==> src/rtl/pin_wiggle_checker_pkg.sv <==
// Shared definitions for the pin wiggle checker.
// Holds the FSM state encoding and the default pin bus width.
package pin_wiggle_checker_pkg;

  localparam int unsigned W_DEFAULT = 16;

  typedef enum logic [1:0] {
    ST_ACQUIRE = 2'd0,
    ST_TRACK   = 2'd1,
    ST_LOCKED  = 2'd2
  } state_t;

endpackage

==> src/rtl/pin_sync_filter.sv <==
// Two-flop synchronizer plus stability filter for the incoming pin bus.
// Ports:
//   clk, reset   - clock and synchronous active-high reset
//   pins_in [W]  - raw asynchronous pins
//   accept       - one-cycle pulse when a value has held for STABLE_CYCLES
//   v       [W]  - accepted value (the current candidate)
module pin_sync_filter
  import pin_wiggle_checker_pkg::*;
#(
  parameter int unsigned W             = W_DEFAULT,
  parameter int unsigned STABLE_CYCLES = 4
) (
  input  logic         clk,
  input  logic         reset,
  input  logic [W-1:0] pins_in,
  output logic         accept,
  output logic [W-1:0] v
);

  localparam int unsigned SW = $clog2(STABLE_CYCLES + 1);

  logic [W-1:0]  meta;
  logic [W-1:0]  s;
  logic [W-1:0]  cand;
  logic [SW-1:0] stab;

  // Synchronize, then require the synced value to hold before accepting it.
  always_ff @(posedge clk) begin
    if (reset) begin
      meta   <= '0;
      s      <= '0;
      cand   <= '0;
      stab   <= '0;
      accept <= 1'b0;
    end else begin
      meta   <= pins_in;
      s      <= meta;
      accept <= 1'b0;
      if (s != cand) begin
        cand <= s;
        stab <= '0;
      end else if (stab != SW'(STABLE_CYCLES)) begin
        stab   <= stab + SW'(1);
        // Pulse only on the step that reaches saturation.
        accept <= (stab == SW'(STABLE_CYCLES - 1));
      end
    end
  end

  assign v = cand;

endmodule

==> config.mk <==
export PLATFORM = sky130hd
export DESIGN_NAME = pin_sync_filter
export DESIGN_NICKNAME = d
export VERILOG_FILES = /design/src/rtl/pin_wiggle_checker_pkg.sv /design/src/rtl/pin_sync_filter.sv
export SDC_FILE = /design/constraint.sdc
export NUM_CORES = 1
export LEC_CHECK = 0
export ABC_AREA = 1
export BUFFER_PORTS_ARGS = -buffer_cell sky130_fd_sc_hd__buf_2
export CORE_MARGIN = 3
export CORE_UTILIZATION = 43
export CTS_BUF_LIST = sky130_fd_sc_hd__clkbuf_16
export DETAILED_ROUTE_END_ITERATION = 16
export PLACE_DENSITY = 0.68
export SYNTH_ARGS = -nofsm -noshare
export SYNTH_HDL_FRONTEND = slang
export SYNTH_SLANG_ARGS = --single-unit
==> constraint.sdc <==
create_clock -name clk -period 2.3 [get_ports clk]
set_input_delay 0.46 -clock clk [delete_from_list [all_inputs] [get_ports clk]]
set_output_delay 0.46 -clock clk [all_outputs]
set_load 0.01 [all_outputs]
==> results.txt <==
- Detailed-route DRC error count: 0
* Detail-routed net length per standard cell: around 7.9 um
- Power per unit of standard cell area: between 800 and 900 nW/um^2
- Layout cells sized above 1: 16.8%
- Average cell area after synthesis: 7.40 um^2
- Across the run, the number of max-cap violations was 0.
- The first global-routing pass estimated 4680 um of wire.
- Post-CTS timing repair inserted 0 buffers for setup.
- Setup slack closes at between 1 and 1.5 ns.
- The final number of hold-violating endpoints was 0.
- Count of mapped cells out of synthesis: about 250
* Startpoint type of the worst setup path: flop
- The number of buffers and inverters on the critical path is 1.
- The setup path with the least slack is of type reg -> out.
- Summing the areas of all compound-gate instances in the mapped netlist gives 0.274% of the synthesized area.
- Detailed placement ended at an HPWL of just under 2000 um.
- The count of buffers added on input and output ports is 34.
- Once the clock tree was built, the resizer swapped 0 gates to a different size.
* Starting density of the core: ~45%
- Summing the areas of all xor and xnor instances in the mapped netlist gives less than 1% of the synthesized area.
* Routed via count: between 1,000 and 1,500
- For the worst setup path, the data required time is roughly 1.8 ns.
- # diodes: 0
* Count of state elements after synthesis: 52
* Final estimated routing congestion in global placement: about 0.72
- In the final layout, the multi-input gates occupy between 500 and 600 um^2.
- For this design the top-level I/O count stands at 35.
- Summing all flip-flop and latch instances after layout gives about 1000 um^2.
- Traced cell by cell, the critical path runs through buf_2.
- Critical-path cell with the highest stage delay: dfxtp_1
- The worst hold path belongs to the class in -> reg.
- Global-route usage over all layers: a little under an eighth
- Num Clock Sinks: between 50 and 60
- On the final layout, the worst clock skew is approximately 0.0052 ns.
- Clock tree root driver cell: clkbuf_16
* Antenna-violating nets left: 0
* Distinct cell type count of the synthesized netlist: 13
- Setup repair after global routing left no endpoint under its margin.
- After detailed routing, the number of vias per cell comes to 3.99.
- In the layout the commonest cells are 67 x inv_1, 60 x nor2_1, 52 x nand2_1, 52 x dfxtp_1, 34 x buf_2.
* Clock buffers created by TritonCTS: 5
- After Yosys synthesis, and, or, nand and nor cells account for about a quarter of the synthesized area.
- The run finished with clean final reports.
* Leak pwr: around 1.2 nW
- The worst setup path is captured at an output port.
- The die is about 71 um wide.
- Setup violations remaining at the end of the flow were counted as 0.
- The net count of the finished layout is just over 300.
- In this design, the largest share of critical-path delay is due to flip-flops.
- The core region is just over 4000 um^2.
- Setup total negative slack on the finished layout was measured at 0 ns.
- The count of final max-slew check failures is 0.
- Syn_nets: 268
* Remaining global-route overflow: 0
- Share of the clock period used by the worst path after layout: between 50 and 60%
- CTS tree: yes
- For this block, the routed nets add up to 2640 um of wire.
- The library cell used most frequently in the layout, excluding fill and tap cells, is inv_1.
* Height of the die: ~70 um
- At the later pin of the worst-skew pair, clock insertion delay measures between 0.2 and 0.3 ns.
* Worst-Margin Slew: 0.480 ns
* Upper clock frequency limit: roughly 0.80 GHz
- From synthesis to final layout, the design area changed by 21.3%.
- H-tree Lvls: 2
- FILL cells: slightly above 400
- The worst path in the final design needs a cycle of between 1 and 1.5 ns, including I/O delays and setup.
* Total die area: 5070 um^2
* Number of violations reported at the end of detailed-routing iteration 0: 60
- DR pass1 iterations: 4
- Longest Clk Path Bufs: 2
- The synthesized netlist devotes under 10% of its cell area to adder and majority cells.
- Max incr delay on CP: approximately 0.37 ns
* YS warnings: 0
* Clock slew at the register clock pins of the worst setup and hold paths: 0.06 ns
- Setup slack at placement: between 0.9 and 1 ns
- Critical path peak fanout: 3
- Vias in the first global route: ~1,200
* Pin count of the biggest net entering global routing: 29
* Cell Rows: 23
- At the worst endpoint, the arrival time is between 0.7 and 0.8 ns.
* Max_slew headroom: ~70%
- Of the post-synthesis cell area, the part taken by muxes is 0%.
* Peak VDD IR: about 0.45 mV
- Hold-fix buffers at CTS: 0
- Syn Std Cell Area: 1830 um^2
- By area, the combinational part of the netlist is dominated by simple AND/OR/NAND/NOR gates.
- Part of the Yosys area used for sequential elements: 56.9%
- Initial antenna violation count: 0
==> registers in the layout, summed over array words and instances, names as in the netlist <==
name / count
v: 16
accept: 1
stab: 3
meta: 16
s: 16
==> logic make-up after synthesis <==
family,count (synthesis)
and+or+nand+nor,116
buffers and inverters,73
DFF,52
adders and majority gates,3
xor gates and xnor gates,2
AOI/OAI and AO/OA,1
==> through the flow <==
stage          utilization [%]  hold slack, ns  cells  cell area [um^2]  power (mW)
3_5_place_dp              50.6           0.392    328              2050        1.08
5_1_grt                   54.6           0.379    336              2220        1.94
3_3_place_gp              50.6           0.389    328              2050        1.08
2_1_floorplan                -           0.388    247              1830        1.04
4_1_cts                   54.6           0.373    336              2220        1.88
6_report                  54.6           0.375    336              2220        1.85
==> final timing paths <==
path | start | end | slack [ns] | depth (start not counted)
setup / recovery | v[10]$_SDFFE_PP0P_ | v[10] | 1.05 | 1
hold / removal | pins_in[15] | meta[15]$_SDFF_PP0_ | 0.38 | 3
setup reg to reg | stab[0]$_SDFFE_PP0P_ | stab[1]$_SDFFE_PP0P_ | 1.20 | 7
hold reg to reg | meta[12]$_SDFF_PP0_ | s[12]$_SDFF_PP0_ | 0.40 | 2
==> synthesized netlist by cell type <==
master | count | share of area, %
ha_1 | 3 | 2.1
nand2_1 | 52 | 11
nand3_2 | 1 | 0.55
and2_1 | 1 | 0.34
inv_1 | 66 | 14
nor2_2 | 2 | 0.68
inv_2 | 2 | 0.41
nor2_1 | 60 | 12
xor2_1 | 2 | 0.96
o21ai_0 | 1 | 0.27
buf_2 | 3 | 0.82
clkbuf_1 | 2 | 0.41
dfxtp_1 | 52 | 57
==> power by group <==
group / switching [mW] / internal, mW
logic: 0.0620 / 0.0460
clock network: 0.289 / 0.507
registers: 0.0147 / 0.935
==> layer usage <==
metal	vias up	track usage [%]	share of wire (%)
met1	561	14.3	47
met4	0	5.01	1.4
met2	22	19.0	46
met5	-	0	0
li1	754	-	-
met3	4	3.84	5.6
==> final cells by class <==
cell class,instances,share of cell area [%]
clock buffers,5,5.64
clock inverters,3,1.75
inverters,68,11.5
multi-input cells,122,23.0
flip-flops and latches,52,47.0
well taps,50,2.82
repair buffers,36,8.35
No activity file was read; power rests on OpenSTA's default activity.
